**src/rtl/alu_issue_seq_pkg.sv**
```systemverilog
// Shared definitions for the ALU issue sequencer: opcodes, FSM states and
// the opcode legality check.
package alu_defs;

  localparam logic [3:0] OP_ADDC = 4'b0001;
  localparam logic [3:0] OP_ADD  = 4'b0010;
  localparam logic [3:0] OP_SUB  = 4'b0011;
  localparam logic [3:0] OP_NAND = 4'b0100;
  localparam logic [3:0] OP_OR   = 4'b0101;
  localparam logic [3:0] OP_XOR  = 4'b0110;
  localparam logic [3:0] OP_NOT  = 4'b0111;
  localparam logic [3:0] OP_SRL  = 4'b1000;
  localparam logic [3:0] OP_FUNC = 4'b1111;

  typedef enum logic [1:0] {
    ST_IDLE  = 2'd0,
    ST_ISSUE = 2'd1,
    ST_CAPT  = 2'd2
  } state_t;

  function automatic logic op_legal(input logic [3:0] op);
    case (op)
      OP_ADDC, OP_ADD, OP_SUB, OP_NAND, OP_OR,
      OP_XOR, OP_NOT, OP_SRL, OP_FUNC: op_legal = 1'b1;
      default:                         op_legal = 1'b0;
    endcase
  endfunction

endpackage

```
**src/rtl/alu_instr_fifo.sv**
```systemverilog
// Instruction FIFO: wrapping read/write pointers plus an occupancy count.
// Callers never push when full or pop when empty.
module alu_instr_fifo #(
  parameter int WIDTH = 4,
  parameter int DEPTH = 4,
  parameter int EW    = 4 + 2 * WIDTH + 2
) (
  input  logic          clk,
  input  logic          reset,
  input  logic          push_i,
  input  logic          pop_i,
  input  logic [EW-1:0] wdata_i,
  output logic [EW-1:0] rdata_o,
  output logic          full_o,
  output logic          empty_o
);

  localparam int AW = (DEPTH > 1) ? $clog2(DEPTH) : 1;
  localparam logic [AW:0]   FULL_CNT = (AW + 1)'(DEPTH);
  localparam logic [AW:0]   CNT_ONE  = (AW + 1)'(1);
  localparam logic [AW-1:0] PTR_ONE  = AW'(1);

  logic [EW-1:0] mem_q [DEPTH];
  logic [AW-1:0] wr_ptr_q, rd_ptr_q;
  logic [AW:0]   count_q;

  assign rdata_o = mem_q[rd_ptr_q];
  assign full_o  = (count_q == FULL_CNT);
  assign empty_o = (count_q == '0);

  // Storage carries no reset; only pointers and count define what is valid.
  always_ff @(posedge clk) begin
    if (push_i) mem_q[wr_ptr_q] <= wdata_i;
  end

  always_ff @(posedge clk or posedge reset) begin
    if (reset) begin
      wr_ptr_q <= '0;
      rd_ptr_q <= '0;
      count_q  <= '0;
    end else begin
      if (push_i) wr_ptr_q <= wr_ptr_q + PTR_ONE;
      if (pop_i)  rd_ptr_q <= rd_ptr_q + PTR_ONE;
      case ({push_i, pop_i})
        2'b10:   count_q <= count_q + CNT_ONE;
        2'b01:   count_q <= count_q - CNT_ONE;
        default: count_q <= count_q;
      endcase
    end
  end

endmodule

```
**src/rtl/alu_issue_seq.sv**
```systemverilog
// Issue sequencer for the external 4-bit ALU: queues instructions, drives the
// ALU input registers, captures results into acc/flags and hands them out.
module alu_issue_seq
  import alu_defs::*;
#(
  parameter int WIDTH = 4,
  parameter int DEPTH = 4
) (
  input  logic             clk,
  input  logic             reset,
  input  logic             in_valid,
  output logic             in_ready,
  input  logic [3:0]       in_opcode,
  input  logic [WIDTH-1:0] in_a,
  input  logic [WIDTH-1:0] in_b,
  input  logic             in_a_acc,
  input  logic             in_use_c,
  output logic [WIDTH-1:0] aluin_a,
  output logic [WIDTH-1:0] aluin_b,
  output logic [3:0]       OPCODE,
  output logic             Cin,
  input  logic [WIDTH-1:0] alu_out,
  input  logic             Cout,
  input  logic             OF,
  output logic [WIDTH-1:0] acc,
  output logic             carry_flag,
  output logic             ovf_flag,
  output logic             zero_flag,
  output logic             res_valid,
  input  logic             res_ready,
  output logic             res_err,
  output logic [1:0]       dbg_state
);

  // Handshakes: a transfer happens on a rising edge where valid && ready;
  // a valid side holds its payload stable until that edge.
  localparam int EW = 4 + 2 * WIDTH + 2;

  state_t state_q, state_d;
  logic   push, pop, fifo_full, fifo_empty;
  logic [EW-1:0] fifo_wdata, fifo_rdata;

  logic [3:0]       head_op;
  logic [WIDTH-1:0] head_a, head_b;
  logic             head_a_acc, head_use_c;

  logic [WIDTH-1:0] aluin_a_q, aluin_a_d, aluin_b_q, aluin_b_d, acc_q, acc_d;
  logic [3:0]       opcode_q, opcode_d;
  logic cin_q, cin_d, carry_q, carry_d, ovf_q, ovf_d, zero_q, zero_d;
  logic res_valid_q, res_valid_d, res_err_q, res_err_d;

  assign in_ready   = !fifo_full;
  assign push       = in_valid && in_ready;
  assign fifo_wdata = {in_opcode, in_a, in_b, in_a_acc, in_use_c};
  assign {head_op, head_a, head_b, head_a_acc, head_use_c} = fifo_rdata;

  alu_instr_fifo #(.WIDTH(WIDTH), .DEPTH(DEPTH), .EW(EW)) u_fifo (
    .clk     (clk),
    .reset   (reset),
    .push_i  (push),
    .pop_i   (pop),
    .wdata_i (fifo_wdata),
    .rdata_o (fifo_rdata),
    .full_o  (fifo_full),
    .empty_o (fifo_empty)
  );

  always_comb begin
    state_d = state_q;
    pop     = 1'b0;
    case (state_q)
      ST_IDLE: begin
        if (!fifo_empty) begin
          pop     = 1'b1;
          state_d = ST_ISSUE;
        end
      end
      ST_ISSUE: state_d = ST_CAPT;
      ST_CAPT: begin
        if (res_ready) begin
          if (fifo_empty) begin
            state_d = ST_IDLE;
          end else begin
            pop     = 1'b1;
            state_d = ST_ISSUE;
          end
        end
      end
      default: state_d = ST_IDLE;
    endcase
  end

  // acc is read at pop time, after any earlier capture, so chained ops see it.
  always_comb begin
    aluin_a_d   = aluin_a_q;
    aluin_b_d   = aluin_b_q;
    opcode_d    = opcode_q;
    cin_d       = cin_q;
    acc_d       = acc_q;
    carry_d     = carry_q;
    ovf_d       = ovf_q;
    zero_d      = zero_q;
    res_err_d   = res_err_q;
    res_valid_d = (state_d == ST_CAPT);
    if (pop) begin
      aluin_a_d = head_a_acc ? acc_q : head_a;
      aluin_b_d = head_b;
      opcode_d  = head_op;
      cin_d     = head_use_c & carry_q;
    end
    if (state_q == ST_ISSUE) begin
      res_err_d = !op_legal(opcode_q);
      if (op_legal(opcode_q)) begin
        acc_d   = alu_out;
        carry_d = Cout;
        ovf_d   = OF;
        zero_d  = (alu_out == '0);
      end
    end
  end

  always_ff @(posedge clk or posedge reset) begin
    if (reset) begin
      state_q     <= ST_IDLE;
      aluin_a_q   <= '0;
      aluin_b_q   <= '0;
      opcode_q    <= '0;
      cin_q       <= 1'b0;
      acc_q       <= '0;
      carry_q     <= 1'b0;
      ovf_q       <= 1'b0;
      zero_q      <= 1'b0;
      res_valid_q <= 1'b0;
      res_err_q   <= 1'b0;
    end else begin
      state_q     <= state_d;
      aluin_a_q   <= aluin_a_d;
      aluin_b_q   <= aluin_b_d;
      opcode_q    <= opcode_d;
      cin_q       <= cin_d;
      acc_q       <= acc_d;
      carry_q     <= carry_d;
      ovf_q       <= ovf_d;
      zero_q      <= zero_d;
      res_valid_q <= res_valid_d;
      res_err_q   <= res_err_d;
    end
  end

  assign aluin_a    = aluin_a_q;
  assign aluin_b    = aluin_b_q;
  assign OPCODE     = opcode_q;
  assign Cin        = cin_q;
  assign acc        = acc_q;
  assign carry_flag = carry_q;
  assign ovf_flag   = ovf_q;
  assign zero_flag  = zero_q;
  assign res_valid  = res_valid_q;
  assign res_err    = res_err_q;
  assign dbg_state  = state_q;

endmodule
```
**config.mk**
```make
export PLATFORM = sky130hd
export DESIGN_NAME = alu_issue_seq
export DESIGN_NICKNAME = d
export VERILOG_FILES = /design/src/rtl/alu_issue_seq_pkg.sv /design/src/rtl/alu_instr_fifo.sv /design/src/rtl/alu_issue_seq.sv
export SDC_FILE = /design/constraint.sdc
export NUM_CORES = 1
export LEC_CHECK = 0
export BUFFER_PORTS_ARGS = -buffer_cell sky130_fd_sc_hd__buf_2
export CELL_PAD_IN_SITES_DETAIL_PLACEMENT = 0
export CELL_PAD_IN_SITES_GLOBAL_PLACEMENT = 1
export CORE_UTILIZATION = 28
export DETAILED_ROUTE_END_ITERATION = 12
export GPL_ROUTABILITY_DRIVEN = 0
export PLACE_DENSITY_LB_ADDON = 0.1
export SETUP_SLACK_MARGIN = 0.4
export SYNTH_ARGS = -nofsm -noshare
export SYNTH_HDL_FRONTEND = slang
export SYNTH_SLANG_ARGS = --single-unit
```
**constraint.sdc**
```tcl
create_clock -name clk -period 3.5 [get_ports clk]
set_input_delay 0.7 -clock clk [delete_from_list [all_inputs] [get_ports clk]]
set_output_delay 0.7 -clock clk [all_outputs]
set_load 0.005 [all_outputs]
```
# == Word level (Yosys, flattened, before mapping) ==
# Memories as Yosys holds them, arrays and structs flattened.
# Cells that the tools add are included.
# totals
input_bits,24
output_inout_bits,25
ram_bits,56
memories,3
reg_bits,31
romBits,32
wordCells,49
# op_classes
n_eq_ne,6
add_sub_neg,4
reduce_logical,8
mux,13
bitwise_logic,1
# memory_table
name,depth,width,rd,rd_clocked_by_memory_dff,write_ports,line,text
u_fifo.mem_q,4,14,1,0,1,alu_instr_fifo.sv:23,logic [EW-1:0] mem_q [DEPTH];
(name not given),16,1,1,0,0,alu_issue_seq_pkg.sv:22,case (op)
(name not given),16,1,1,0,0,alu_issue_seq_pkg.sv:22,
# op_table
cell,count
2-to-1 mux 1 bit,7
== test 2 bit (second input constant),3
one-hot mux 2 bit (3 select lines),1
one-hot mux 3 bit (2 select lines),1
adder 2 x 1 -> 2 bit (second input constant),2
== test 2 x 1 -> 1 bit (second input constant),2
zero test 4 bit,1
2-to-1 mux 2 bit,2
2-to-1 mux 4 bit,1
adder 3 x 1 -> 3 bit (second input constant),1
== test 3 bit (second input constant),1
zero test 3 bit,1
subtractor 3 x 1 -> 3 bit (second input constant),1
zero test 1 bit,2
zero test 2 bit,1
one-hot mux 1 bit (2 select lines),1
AND reduction 2 bit,1
nonzero test 2 bit,1
AND 1 bit,1
logical AND 1 bit,1

# == Logic depth before layout (Yosys ltp) ==
# logic_depth
ltp_word,6
mapped_depth,10
mapped_depth_nobuf,10

# == Hierarchy ==
# From an unflattened synthesis, not the netlist that was laid out.
# hier_totals
cells_unflattened,203
area_unflattened_um2,3453.3
# modules_own_cells
module,seq_area_each_um2,instances,area_each_um2,cells_each
alu_instr_fifo,1856.8,1,2454.9,110
alu_issue_seq,600.6,1,998.5,93

# == Worst setup path before layout ==
# No wires, ideal clock.
# synth_timing
kind,in2reg
startpoint,in res_ready
endpoint,reg u_fifo.count_q[2]
path_slack_ns,1.127
n_path_buf,1
arrival_time_ns,2.294
stages,9
setup_ns,0.079
required_time_ns,3.421
cell_sequence,nor2b_1 nor3_1 clkbuf_1 ha_1 inv_1 fa_1 xor2_1 nor2_1 xor2_1
# synth_between
elab_chain_len,4
elab_cells_between_ends,6
classes_between,2 x eq/ne; 3 x mux; 1 x reduce/logical
# synth_rtl
element,line,text
from (decl),alu_issue_seq.sv:30,"input logic res_ready,"
2-to-1 mux 1 bit *,alu_issue_seq.sv:80,if (res_ready) begin
one-hot mux 1 bit (2 select lines) *,alu_issue_seq.sv:71,case (state_q)
via pop,alu_issue_seq.sv:40,"logic push, pop, fifo_full, fifo_empty;"
== test 2 x 1 -> 1 bit or == test 2 bit (tied branches),alu_instr_fifo.sv:44,"case ({push_i, pop_i})"
one-hot mux 3 bit (2 select lines) or nonzero test 2 bit (tied branches),-,
to (signal assigned),alu_instr_fifo.sv:45,2'b10: count_q <= count_q + CNT_ONE;
to (signal assigned),alu_instr_fifo.sv:46,2'b01: count_q <= count_q - CNT_ONE;
to (signal assigned),alu_instr_fifo.sv:47,default: count_q <= count_q;
to (decl),alu_instr_fifo.sv:25,logic [AW:0] count_q;
# The timed path passes the listed nets; every way through them passes the cells marked *.
# A chain may end at the register's enable or synchronous reset.

# == Final worst setup path ==
# layout_timing
startpoint,reg state_q[1] (netlist: dbg_state[1])
endpoint,reg u_fifo.count_q[2]
# layout_between
elab_chain_len,4
elab_cells_between_ends,7
classes_between,3 x eq/ne; 2 x mux; 2 x reduce/logical
# layout_rtl
element,line,text
from (decl),alu_issue_seq.sv:39,"state_t state_q, state_d;"
from (signal assigned),alu_issue_seq.sv:136,state_q <= state_d;
== test 2 bit or zero test 2 bit (tied branches),alu_issue_seq.sv:71,
one-hot mux 1 bit (2 select lines) *,alu_issue_seq.sv:71,
== test 2 x 1 -> 1 bit or == test 2 bit (tied branches),alu_instr_fifo.sv:44,
one-hot mux 3 bit (2 select lines) or nonzero test 2 bit (tied branches),-,
# Mark *: on every way between the ends. The rest lies on a longest branch, timed or not.

==> flow_metrics.env <==
export IMPL_critical_path_most_common_cell="sky130_fd_sc_hd__xor2_1"
export IMPL_critical_path_max_fanout=21
export IMPL_die_height_um=113
export IMPL_timing_reg2reg_worst_path_depth=9
export IMPL_regToRegSetupSlack_ns=1.41
export IMPL_count_of_hold_fix_buffers_inserted_at_cts=0
export IMPL_timing_critical_path_slowest_cell_delay_ns=0.38
export IMPL_top_cell_types_by_occurrence_after_synthesis="sky130_fd_sc_hd__edfxtp_1, sky130_fd_sc_hd__dfrtp_1, sky130_fd_sc_hd__inv_1, sky130_fd_sc_hd__mux2_2, sky130_fd_sc_hd__nor2_1"
export IMPL_crit_reg_reg_endpoint="u_fifo.count_q[2]"
export IMPL_die_w_um=113
export IMPL_synthSimpleGateAreaFrac_pct=3.48
export IMPL_synth_avg_cell_area_um2=18.8
export IMPL_syn_inst=184
export IMPL_synthesis_stage_register_bit_count=87
export IMPL_signal_arrival_time_at_the_worst_endpoint_ns=2.36
export IMPL_fmax_mhz=477
export IMPL_crit_path_start="dbg_state[1]"
export IMPL_crit_slowest_cell="sky130_fd_sc_hd__dfrtp_1"
export IMPL_worst_clk_skew_ns=0.00611
export IMPL_worst_setup_path_start_kind="flop"
export IMPL_final_min_period_over_clock_period_pct=59.8
export IMPL_total_overflow_reported_by_the_global_router=0
export IMPL_rsz0062_at_grt="false"
export IMPL_boundaryPins=49
export IMPL_leading_cell_type_by_number_of_instances_after_synthesis="sky130_fd_sc_hd__edfxtp_1"
export IMPL_reg2reg_from="dbg_state[1]"
export IMPL_route_final_wire_length_um=6510
export IMPL_synth_sequential_area_ratio_pct=71.1
export IMPL_setup_worst_path_class="reg2reg"
export IMPL_maxCapViolations=0
export IMPL_clockRootBuffer="sky130_fd_sc_hd__clkbuf_16"
export IMPL_ys_async_sr_fraction_pct=35.6
export IMPL_port_buffer_count=48
export IMPL_mappedNetlistNets=214
export IMPL_hp_class="in2async"
export IMPL_static_leakage_power_nw=1.68
export IMPL_cts_sinks=87
export IMPL_yosys_mux_area_fraction_pct=17.3
export IMPL_global_route_wire_length_before_repair_um=10500
export IMPL_post_synth_num_cell_types=30
export IMPL_edff_count_synth=56
export IMPL_detail_route_first_pass_iterations=4
export IMPL_cts_root_to_sink_buffers=2
export IMPL_worst_slew_margin_rel_pct=41.8
export IMPL_detail_route_antenna_nets=0
export IMPL_antennaDiodeCount=0
export IMPL_yosys_top_cells_area="sky130_fd_sc_hd__edfxtp_1, sky130_fd_sc_hd__dfrtp_1, sky130_fd_sc_hd__mux4_1"
export IMPL_final_fill_count=1153
export IMPL_synth_xor_xnor_area_share_pct=1.52
export IMPL_post_synth_top_area_cell="sky130_fd_sc_hd__edfxtp_1"
export IMPL_crit_path_capture="u_fifo.count_q[2]"
export IMPL_design_die_area_um2=12800
export IMPL_clk_transition_reported_paths_ns=0.06
export IMPL_cp_cell_sequence="nor2b_1 > nor3_2 > buf_4 > ha_1 > inv_1 > fa_1 > xor2_1 > nor2_1 > xor2_1"
export IMPL_period_minus_slack_ns=2.09
export IMPL_final_setup_viols=0
export IMPL_cp_end_kind="flop"
export IMPL_fin_setup_tns_ns=0
export IMPL_grt_antenna_before_repair=0
export IMPL_synth_compound_area_share_pct=1.74
export IMPL_htree_num_levels=3
export IMPL_drive_above_1_share_pct=37.3
export IMPL_synth_area_um2=3460
export IMPL_grt_pass1_vias=1806
export IMPL_cts_repair_timing_setup_buffer_count=0
export IMPL_multiInputGateArea_um2=918
export IMPL_synth_main_ff_cell="sky130_fd_sc_hd__edfxtp_1"
export IMPL_post_cts_resized_instances=0
export IMPL_largest_net_degree_at_the_start_of_global_routing=22
export IMPL_drc=0
export IMPL_synth_warning_count=0
export IMPL_drt_vias_per_instance=4.45
export IMPL_sequential_cell_area_um2=2460
export IMPL_number_of_nets_in_the_final_layout=269
export IMPL_cts_made_buffers=9
export IMPL_track_usage_pct=11.5
export IMPL_netlist_area_leader_share_pct=48.7
export IMPL_power_density_nw_per_um2=932
export IMPL_core_region_area_um2=12000
export IMPL_synthAdderAreaFrac_pct=2.39
export IMPL_cts_tree="built"
export IMPL_later_pin_clock_latency_in_the_skew_report_ns=0.34
export IMPL_drt_wirelength_per_cell_um=16.7
export IMPL_finalHoldViolCount=0
export IMPL_place_detailed_hpwl_um=4270
export IMPL_tightest_slew_ns=0.873
export IMPL_ir_drop_v=0.000244
export IMPL_initialDrtViolationCount=88
export IMPL_critical_path_required_ns=3.76
export IMPL_dr_total_vias=1740
export IMPL_synth_top_family_by_area="multiplexers"
export IMPL_run_status="complete, no violations"
export IMPL_whs_ns=0.446
export IMPL_floorplan_initialDensity_pct=28.8
export IMPL_slew_viol_final=0
export IMPL_rows=40
export IMPL_synthToLayoutAreaGrowth_pct=21.9
## metrics by stage
| stage | setup slack [ns] | instance area [µm²] | instances | total power, mW | util [%] |
|---|---|---|---|---|---|
| after floorplan | 1.13 | 3460 | 184 | 2.48 | - |
| after global placement | 1.09 | 3860 | 375 | 2.88 | 32.1 |
| after detailed placement | 1.06 | 3860 | 375 | 2.88 | 32.1 |
| after CTS | 1.36 | 4210 | 391 | 4.01 | 35.1 |
| after global routing | 1.21 | 4210 | 391 | 4.20 | 35.1 |
| final | 1.41 | 4210 | 391 | 3.92 | 35.1 |
## area by class of cell
type	count	share of cell area, %
flip-flops and latches	87	58.3
inverters	9	0.802
repair buffers	51	6.24
clock inverters	6	2.76
well taps	147	4.37
clock buffers	10	5.67
multi-input cells	81	21.8
## worst min path at each step
| stage | startpoint | to | slack (ns) | cells past startpoint |
|---|---|---|---|---|
| finish | reset | u_fifo.wr_ptr_q[0] | 0.45 | 2 |
| global route | reset | aluin_b[1] | 0.50 | 2 |
| CTS | reset | aluin_b[1] | 0.47 | 2 |
| detailed placement | ovf_flag | ovf_flag | 0.49 | 1 |
| global placement | ovf_flag | ovf_flag | 0.49 | 1 |
| floorplan | u_fifo.count_q[2] | u_fifo.count_q[2] | 0.46 | 1 |
## state kept, by name (all words and copies together) (netlist names), 2 cells and up
register         flops
u_fifo.mem_q        56
OPCODE               4
acc                  4
aluin_a              4
aluin_b              4
u_fifo.count_q       3
dbg_state            2
u_fifo.rd_ptr_q      2
u_fifo.wr_ptr_q      2
## metal layers
layer | track usage (%) | share of wire (%) | vias to the layer above
met2 | 17.9 | 47 | 52
met3 | 4.93 | 5.5 | 7
met5 | 0 | 0 | -
li1 | - | - | 807
met4 | 4.74 | 1.3 | 0
met1 | 14.1 | 47 | 874
## critical path, delay by kind of cell, from the launching register on
family        cells  cell delay, ns
buf+inv           2            0.34
flops             1            0.38
fa+ha+maj         2            0.60
simple gates      3            0.39
xor+xnor          2            0.30
## cell families (layout without fill, tap and decap cells)
logic type,after synthesis,in the layout
flops,87,87
mux,35,35
simple gates,24,24
buf+inv,16,76
compound gates,10,10
fa+ha+maj,6,6
xor+xnor,6,6
## cell usage in the layout, fill, tap and decap left out, types with 3 or more instances in the layout
master and n:
sky130_fd_sc_hd__nor2_1 9, sky130_fd_sc_hd__mux2i_1 5, sky130_fd_sc_hd__xor2_1 3, sky130_fd_sc_hd__and3_1 4, sky130_fd_sc_hd__buf_2 48, sky130_fd_sc_hd__bufinv_16 3, sky130_fd_sc_hd__mux2_4 7, sky130_fd_sc_hd__edfxtp_1 56
sky130_fd_sc_hd__xnor2_1 3, sky130_fd_sc_hd__buf_4 3, sky130_fd_sc_hd__a21oi_1 4, sky130_fd_sc_hd__inv_1 9, sky130_fd_sc_hd__clkbuf_16 9, sky130_fd_sc_hd__ha_1 5, sky130_fd_sc_hd__mux4_1 7, sky130_fd_sc_hd__mux2_2 9
sky130_fd_sc_hd__dfrtp_1 31, sky130_fd_sc_hd__mux4_2 7
## power breakdown
part | total (mW) | internal, mW | switching (mW)
clock network | 1.11 | 0.721 | 0.393
registers | 1.66 | 1.44 | 0.221
logic | 1.15 | 0.626 | 0.525
No activity file was read; power rests on OpenSTA's default activity.
